<file path="src/rtl/button_blip_pkg.sv">
// Shared types and default timing for the push-button blip conditioner.
// Default cycle counts assume the 100 MHz system clock.
package button_blip_pkg;

  typedef enum logic [2:0] {
    IDLE,
    PRESS_WAIT,
    HELD,
    REPEAT,
    RELEASE_WAIT
  } btn_state_e;

  localparam int DEF_DEBOUNCE_CYCLES = 1_000_000;   // 10 ms
  localparam int DEF_REPEAT_DELAY    = 50_000_000;  // 500 ms
  localparam int DEF_REPEAT_PERIOD   = 10_000_000;  // 100 ms
  localparam int DEF_REPEAT_EN       = 1;
  localparam int DEF_CNT_W           = 32;

  function automatic int max3(input int a, input int b, input int c);
    int m;
    m = a;
    if (b > m) m = b;
    if (c > m) m = c;
    return m;
  endfunction

  // A press counts as held from acceptance until the release is debounced.
  function automatic logic state_is_held(input btn_state_e s);
    return (s == HELD) || (s == REPEAT) || (s == RELEASE_WAIT);
  endfunction

endpackage

</file>
<file path="src/rtl/button_blip_btn_channel.sv">
// One button: 2-FF synchroniser, debounce/auto-repeat FSM with a single timer,
// registered raw blip and combinational held level.
module btn_channel
  import button_blip_pkg::*;
#(
  parameter int DEBOUNCE_CYCLES = DEF_DEBOUNCE_CYCLES,
  parameter int REPEAT_DELAY    = DEF_REPEAT_DELAY,
  parameter int REPEAT_PERIOD   = DEF_REPEAT_PERIOD,
  parameter int REPEAT_EN       = DEF_REPEAT_EN,
  parameter int CNT_W           = DEF_CNT_W
) (
  input  logic clk,
  input  logic rst,
  input  logic btn_i,
  output logic blip_o,
  output logic held_o
);

  localparam logic [CNT_W-1:0] DB_LAST    = CNT_W'(DEBOUNCE_CYCLES - 1);
  localparam logic [CNT_W-1:0] RD_LAST    = CNT_W'(REPEAT_DELAY - 1);
  localparam logic [CNT_W-1:0] RP_LAST    = CNT_W'(REPEAT_PERIOD - 1);
  localparam logic [CNT_W-1:0] TIMER_ONE  = CNT_W'(1);
  localparam logic [CNT_W-1:0] TIMER_MAX  = '1;
  localparam logic             REPEAT_ON  = (REPEAT_EN != 0);

  logic             sync1_q, sync1_d;
  logic             sync2_q, sync2_d;
  btn_state_e       state_q, state_d;
  logic [CNT_W-1:0] timer_q, timer_d;
  logic             blip_q, blip_d;

  always_comb begin
    sync1_d = btn_i;
    sync2_d = sync1_q;
    state_d = state_q;
    timer_d = timer_q;
    blip_d  = 1'b0;

    case (state_q)
      IDLE: begin
        timer_d = '0;
        if (sync2_q) begin
          state_d = PRESS_WAIT;
          timer_d = TIMER_ONE;
        end
      end

      PRESS_WAIT: begin
        if (!sync2_q) begin
          state_d = IDLE;
          timer_d = '0;
        end else if (timer_q == DB_LAST) begin
          state_d = HELD;
          blip_d  = 1'b1;
          timer_d = '0;
        end else begin
          timer_d = timer_q + TIMER_ONE;
        end
      end

      HELD: begin
        if (!sync2_q) begin
          state_d = RELEASE_WAIT;
          timer_d = TIMER_ONE;
        end else if (REPEAT_ON && (timer_q == RD_LAST)) begin
          state_d = REPEAT;
          blip_d  = 1'b1;
          timer_d = '0;
        end else if (timer_q != TIMER_MAX) begin
          // Saturate so a long hold with repeat disabled never wraps.
          timer_d = timer_q + TIMER_ONE;
        end
      end

      REPEAT: begin
        if (!sync2_q) begin
          state_d = RELEASE_WAIT;
          timer_d = TIMER_ONE;
        end else if (timer_q == RP_LAST) begin
          blip_d  = 1'b1;
          timer_d = '0;
        end else begin
          timer_d = timer_q + TIMER_ONE;
        end
      end

      RELEASE_WAIT: begin
        // A release glitch drops back to HELD, so the repeat delay restarts.
        if (sync2_q) begin
          state_d = HELD;
          timer_d = '0;
        end else if (timer_q == DB_LAST) begin
          state_d = IDLE;
          timer_d = '0;
        end else begin
          timer_d = timer_q + TIMER_ONE;
        end
      end

      default: begin
        state_d = IDLE;
        timer_d = '0;
      end
    endcase
  end

  always_ff @(posedge clk) begin
    if (rst) begin
      sync1_q <= 1'b0;
      sync2_q <= 1'b0;
      state_q <= IDLE;
      timer_q <= '0;
      blip_q  <= 1'b0;
    end else begin
      sync1_q <= sync1_d;
      sync2_q <= sync2_d;
      state_q <= state_d;
      timer_q <= timer_d;
      blip_q  <= blip_d;
    end
  end

  assign blip_o = blip_q;
  assign held_o = state_is_held(state_q);

endmodule

</file>
<file path="src/rtl/button_blip.sv">
// Up/down button conditioner: two debounced channels followed by a registered
// conflict-cancel and enable-mask stage producing one-cycle user blips.
module button_blip
  import button_blip_pkg::*;
#(
  parameter int DEBOUNCE_CYCLES = DEF_DEBOUNCE_CYCLES,
  parameter int REPEAT_DELAY    = DEF_REPEAT_DELAY,
  parameter int REPEAT_PERIOD   = DEF_REPEAT_PERIOD,
  parameter int REPEAT_EN       = DEF_REPEAT_EN,
  parameter int CNT_W           = DEF_CNT_W
) (
  input  logic Clk100M,
  input  logic reset,
  input  logic btnUp,
  input  logic btnDown,
  input  logic enable,
  output logic userUp,
  output logic userDown,
  output logic upHeld,
  output logic downHeld
);

  if ((DEBOUNCE_CYCLES < 2) || (REPEAT_DELAY < 2) || (REPEAT_PERIOD < 2)) begin : g_bad_timing
    $error("button_blip: DEBOUNCE_CYCLES, REPEAT_DELAY and REPEAT_PERIOD must be >= 2");
  end

  if ((CNT_W < 63) &&
      (longint'(max3(DEBOUNCE_CYCLES, REPEAT_DELAY, REPEAT_PERIOD)) >= (longint'(1) << CNT_W)))
  begin : g_bad_width
    $error("button_blip: CNT_W too narrow for the timing parameters");
  end

  logic up_blip, up_held;
  logic down_blip, down_held;

  btn_channel #(
    .DEBOUNCE_CYCLES(DEBOUNCE_CYCLES),
    .REPEAT_DELAY   (REPEAT_DELAY),
    .REPEAT_PERIOD  (REPEAT_PERIOD),
    .REPEAT_EN      (REPEAT_EN),
    .CNT_W          (CNT_W)
  ) u_up (
    .clk   (Clk100M),
    .rst   (reset),
    .btn_i (btnUp),
    .blip_o(up_blip),
    .held_o(up_held)
  );

  btn_channel #(
    .DEBOUNCE_CYCLES(DEBOUNCE_CYCLES),
    .REPEAT_DELAY   (REPEAT_DELAY),
    .REPEAT_PERIOD  (REPEAT_PERIOD),
    .REPEAT_EN      (REPEAT_EN),
    .CNT_W          (CNT_W)
  ) u_down (
    .clk   (Clk100M),
    .rst   (reset),
    .btn_i (btnDown),
    .blip_o(down_blip),
    .held_o(down_held)
  );

  logic user_up_q,   user_up_d;
  logic user_down_q, user_down_d;
  logic up_held_q,   up_held_d;
  logic down_held_q, down_held_d;

  // Simultaneous up and down cancel to no change; masked blips are dropped.
  always_comb begin
    user_up_d   = up_blip   & ~down_blip & enable;
    user_down_d = down_blip & ~up_blip   & enable;
    up_held_d   = up_held;
    down_held_d = down_held;
  end

  always_ff @(posedge Clk100M) begin
    if (reset) begin
      user_up_q   <= 1'b0;
      user_down_q <= 1'b0;
      up_held_q   <= 1'b0;
      down_held_q <= 1'b0;
    end else begin
      user_up_q   <= user_up_d;
      user_down_q <= user_down_d;
      up_held_q   <= up_held_d;
      down_held_q <= down_held_d;
    end
  end

  assign userUp   = user_up_q;
  assign userDown = user_down_q;
  assign upHeld   = up_held_q;
  assign downHeld = down_held_q;

endmodule
</file>
<file path="config.mk">
export PLATFORM = sky130hd
export DESIGN_NAME = button_blip
export DESIGN_NICKNAME = d
export VERILOG_FILES = /design/src/rtl/button_blip_pkg.sv /design/src/rtl/button_blip_btn_channel.sv /design/src/rtl/button_blip.sv
export SDC_FILE = /design/constraint.sdc
export NUM_CORES = 1
export LEC_CHECK = 0
export ABC_CLOCK_PERIOD_IN_PS = 3050
export BUFFER_PORTS_ARGS = -buffer_cell sky130_fd_sc_hd__buf_4
export CAP_MARGIN = 40
export CELL_PAD_IN_SITES_DETAIL_PLACEMENT = 1
export CELL_PAD_IN_SITES_GLOBAL_PLACEMENT = 1
export CORE_MARGIN = 5
export CORE_UTILIZATION = 23
export CTS_CLUSTER_SIZE = 12
export DETAILED_ROUTE_END_ITERATION = 10
export GPL_ROUTABILITY_DRIVEN = 1
export PLACE_DENSITY = 0.55
export SLEW_MARGIN = 0
export SYNTH_ARGS = -nofsm -noshare
export SYNTH_HDL_FRONTEND = slang
export SYNTH_HIERARCHICAL = 1
export SYNTH_SLANG_ARGS = --single-unit
</file>
<file path="constraint.sdc">
create_clock -name Clk100M -period 3.05 [get_ports Clk100M]
set_input_delay 0 -clock Clk100M [delete_from_list [all_inputs] [get_ports Clk100M]]
set_output_delay 0 -clock Clk100M [all_outputs]
set_load 0.05 [all_outputs]
</file>
Word-level counts from Yosys, hierarchy flattened:

Index checks and enable logic that the tools add are counted.

* register bits: 80
* bits of input ports: 5
* output and inout bits: 4
* word-level logic and storage cells: 110

* add/sub/neg operators: 2
* eq/ne operators: 28
* mux-type cells: 52
* bitwise gates (word level): 6
* reduce and logical (&&, ||, !) cells: 8

Operator list (number)
* $mux W32: 16
* $pmux W32 S5: 2
* $add A32 B1 Y32 const B: 2
* $eq A32 B20 Y1 const B: 2
* $eq A32 B24 Y1 const B: 2
* $eq A32 B26 Y1 const B: 2
* $ne A32 B32 Y1 const B: 2
* $mux W3: 16
* $pmux W3 S5: 2
* $mux W1: 14
* $eq A3 B2 Y1 const B: 4
* $ne A3 B3 Y1 const B: 4
* $reduce_and A5 Y1: 2
* $ne A4 B4 Y1 const B: 2
* $eq A3 B1 Y1 const B: 2
* $eq A3 B3 Y1 const B: 2
* $logic_not A3 Y1: 2
* $ne A3 B1 Y1 const B: 2
* $pmux W1 S3: 2
* $and A1 B1 Y1: 4
* $logic_or A1 B1 Y1: 4
* $ne A2 B1 Y1 const B: 2
* $ne A2 B2 Y1 const B: 2
* $not A1 Y1: 2

Depth between registers and ports, before layout:

* depth in word-level cells: 5
* gate-level depth with buffers: 9
* mapped depth without buffers: 6

Modules after synthesis:

Netlist, hierarchy kept.

By module, submodules not included
* btn_channel (u_down): instances 1, cells an instance 277, area an instance 2356.0 um^2, seq. area each 760.7 um^2
* btn_channel (u_up): instances 1, cells an instance 250, area an instance 2055.7 um^2, seq. area each 760.7 um^2
* button_blip: instances 1, cells an instance 8, area an instance 122.6 um^2, seq. area each 80.1 um^2

Worst setup path before layout:

Ideal clock, no wire load.

* path type: register -> register
* start point: reg u_up.timer_q[0]
* end point: reg u_up.timer_q[13]
* library setup time: 0.117 ns
* arrival time: 1.904 ns
* required time: 2.933 ns
* path slack: 1.029 ns
* cell stages (with the launch flop): 9
* path buffers: 2
* clock period less this slack: 2.021 ns
* path through: dfxtp_1 ha_1 nand4_2 or4_1 buf_2 buf_6 nand4_1 xor2_1 nor2_1

* cells in the longest elaborated chain, start to end: 5
* elaborated cells between the ends (all ways): 15
* those cells by class: 1 x add/sub; 5 x eq/ne; 9 x mux

Ends and longest elaborated chain
* from (decl): line button_blip_btn_channel.sv:29 `logic [CNT_W-1:0] timer_q, timer_d;`
* from (signal assigned): line button_blip_btn_channel.sv:118 `timer_q <= timer_d;`
* $add A32 B1 Y32
* $mux W32: line button_blip_btn_channel.sv:69 `end else if (timer_q != TIMER_MAX) begin`
* $mux W32: line button_blip_btn_channel.sv:65 `end else if (REPEAT_ON && (timer_q == RD_LAST)) begin`
* $mux W32: line button_blip_btn_channel.sv:62 `if (!sync2_q) begin`
* $pmux W32 S5: line button_blip_btn_channel.sv:39 `case (state_q)`

Several ways; a longest one is shown, not always the timed one. The select of a mux whose other input is x is not followed.
A chain may end at the register's enable or synchronous reset.

Final worst setup path:

* start point: reg u_down.timer_q[28]
* end point: reg u_down.timer_q[31]

* cells in the longest elaborated chain, start to end: 5
* elaborated cells between the ends (all ways): 15
* those cells by class: 1 x add/sub; 5 x eq/ne; 9 x mux

Ends and longest elaborated chain (line)
* from (decl): button_blip_btn_channel.sv:29
* from (signal assigned): button_blip_btn_channel.sv:118
* $add A32 B1 Y32
* $mux W32: button_blip_btn_channel.sv:69
* $mux W32: button_blip_btn_channel.sv:65
* $mux W32: button_blip_btn_channel.sv:62
* $pmux W32 S5: button_blip_btn_channel.sv:39

Several ways; a longest one is shown, not always the timed one. The select of a mux whose other input is x is not followed.

==> reports/summary.txt <==
status: finished, final reports clean
relative slew slack: 54.9%
largest net degree at the start of global routing: 50
Top delay family on crit path: simple AND/OR/NAND/NOR gates
Simple-Gate Fraction of Synth Area: 37.2%
Post-CTS Setup Repair Bufs: 0
final core utilization: 26.7%
largest family of logic cells by synthesized area: simple AND/OR/NAND/NOR gates
Post-Synth XOR/XNOR Area: 5.79%
Syn. warnings: 6
Yosys cell types: 73
die width: 150 um
post-synthesis cell area: 4530 um^2
fill cell count: 2,282
Buf+Inv Stages, Crit Path: 1
Cell Pwr Density: 446 nW/um^2
Compound-Gate Fraction of Synth Area: 16.3%
layout cell share with drive strength beyond 1: 11.6%
initial antenna violation count: 0
vias per cell: 5.16
detailed placement HPWL: 9.24 mm
CTS Sinks: 80
peak supply drop: 0.269 mV
LEAKAGE: 1.46 nW
clk_lat worst skew: 340 ps
Synth Area in Adders: 0.552%
cells along the critical path: nor4_1 -> nand4_1 -> o32a_1 -> o21ai_4 -> buf_4 -> a22oi_1
dpl ws: 554 ps
Seq/Total Area, Yosys: 35.3%
GP Congestion: 0.788
maxcap violations: 0
most common library cell in the layout ignoring fill and taps: dfxtp_1
design area: 5190 um^2
Die Area: 22,600 um^2
Post-synth top flop: dfxtp_1
Sequential cell area: 1600 um^2
final worst slack: 555 ps
hold slack: 438 ps
Data required, critical path: 3240 ps
mux contribution to synthesized area: 0.442%
CTS Buffer Depth: 2
fin nets: 544
Core Region: 19,500 um^2
critical path's slowest cell: nor4_1
Pre-Repair DR Iteration Count: 5
Mapped Cells: 535
Final min period: 2490 ps
Worst Clk Skew: 5.88 ps
Post-synth EDFFs: 0
port bufs: 8
effective utilization at floorplan: 23.3%
Yosys reg bits: 80
wire length per cell: 16.5 um
measured slew at the worst slew-check pin: 671 ps
FP Rows: 51
number of top-level pins: 9
ys async rst share: 0%
unrepaired setup endpoints after global routing: no
Max Transition Viols Final: 0
first-pass GRT wire length: 22.8 mm
multi-input logic area: 2740 um^2
Syn Nets: 542
CTS root buf: clkbuf_16
Worst setup SP type: flip-flop
Tcrit/Tclk final: 81.8%
most frequent cells in the layout: dfxtp_1, nor2_1, nand2_1, a22oi_1, nand4_1
Peak Freq: 401 MHz
CTS tree: yes
total CTS buffers: 9
setup TNS after final layout: 0 ps
Worst-path clk slew: 60 ps
Die Height: 150 um
crit-path max FO: 31
Layout area overhead: 14.5%
WP data arrival: 2690 ps
htree depth: 3
Hold Crit Class: flip-flop to flip-flop
Setup CP Type: flip-flop to flip-flop
final setup vio count: 0
Initial DRC Count: 189
n_diodes: 0
Worst Setup End Kind: flip-flop
max incr delay on CP: 510 ps
DR DRC count: 0
vias in the first global route: 4,348
Tot GR Track Use: 12.5%
grt total ovfl: 0
Syn Area/Cell: 8.48 um^2
Final Hold Fails: 0
Cell Area, Placed: 4800 um^2
final WL: 13.3 mm
vias: 4,165
antenna-violating nets left: 0
## registers in the layout, summed over array words and instances, names as in the netlist, 3 cells and up
signal / cells
u_down/state_q: 3
u_down/timer_q: 32
u_up/state_q: 3
u_up/timer_q: 32
## synthesized netlist by cell type (3+ instances only)
cell | n | area share, %
o21ai_0 | 18 | 2.0
nand3b_1 | 3 | 0.50
buf_2 | 7 | 0.77
nand4_2 | 3 | 0.83
xor2_1 | 17 | 3.3
or4_1 | 16 | 2.6
inv_1 | 6 | 0.50
and2_1 | 8 | 1.1
and3_1 | 9 | 1.2
clkbuf_1 | 13 | 1.1
xnor2_1 | 13 | 2.5
buf_6 | 3 | 0.74
or2_2 | 4 | 0.55
nor2_1 | 51 | 4.2
nor4b_1 | 3 | 0.58
nor3_1 | 20 | 2.2
or3_1 | 17 | 2.3
dfxtp_1 | 80 | 35
nand2b_1 | 7 | 0.97
nand2_1 | 40 | 3.3
nor4_2 | 3 | 0.83
buf_4 | 5 | 0.83
nand4b_1 | 6 | 1.2
and4_1 | 5 | 0.97
o31a_1 | 3 | 0.58
nor4bb_1 | 4 | 0.88
a31oi_1 | 3 | 0.41
nor2b_1 | 8 | 1.1
o31ai_1 | 14 | 2.3
o211ai_1 | 3 | 0.50
nand3_1 | 20 | 2.2
and4b_1 | 3 | 0.66
a21oi_1 | 12 | 1.3
nor4_1 | 8 | 1.1
a22oi_1 | 27 | 4.5
nand4_1 | 25 | 3.4
## layer usage
| metal | share of wire, % | GRT usage [%] |
|---|---|---|
| met4 | 1.0 | 3.39 |
| met5 | 0 | 0 |
| met3 | 3.2 | 2.59 |
| met1 | 49 | 16.5 |
| met2 | 47 | 20.6 |
## stage by stage
stage	cells	power, mW
detailed placement	785	1.13
finish	807	2.31
global placement	785	1.12
floorplan	535	1.11
global route	807	2.40
CTS	807	2.36
## power breakdown
group          switching (mW)  internal, mW  total, mW
combinational          0.0227        0.0229     0.0457
sequential             0.0109          1.05       1.06
clock                   0.480         0.727       1.21
total                   0.513          1.80       2.31
## final timing paths
check	slack, ps	end	depth (start not counted)	from
max	560	u_down/timer_q[31]	6	u_down/timer_q[28]
min	440	u_up/sync2_q	1	u_up/sync1_q
max reg2reg	560	u_down/timer_q[31]	6	u_down/timer_q[28]
min reg2reg	440	u_up/sync2_q	1	u_up/sync1_q
## worst register-to-register path: cells and delay by family (launching register included)
| family | cells | cell delay (ps) |
|---|---|---|
| AO/OA/AOI/OAI | 3 | 770 |
| buffers and inverters | 1 | 370 |
| flip-flops | 1 | 380 |
| AND/OR/NAND/NOR | 2 | 820 |
## cells by family after synthesis
group / count (synthesis)
xor gates and xnor gates: 30
AOI/OAI and AO/OA: 103
DFF: 80
adders and majority gates: 2
and+or+nand+nor: 282
muxes: 2
buffers and inverters: 36
## timing repair
item                      CTS  global route
hold buffers                6             0
resized for setup           0             0
hold endpoints to repair    8             0
## layout make-up
class | count | area share, %
Inverter | 6 | 0.434
Sequential cell | 80 | 30.8
Timing Repair Buffer | 21 | 3.32
Multi-Input combinational cell | 419 | 52.7
Clock inverter | 7 | 2.00
Clock buffer | 9 | 4.34
Tap cell | 265 | 6.38
No activity file was read; power rests on OpenSTA's default activity.
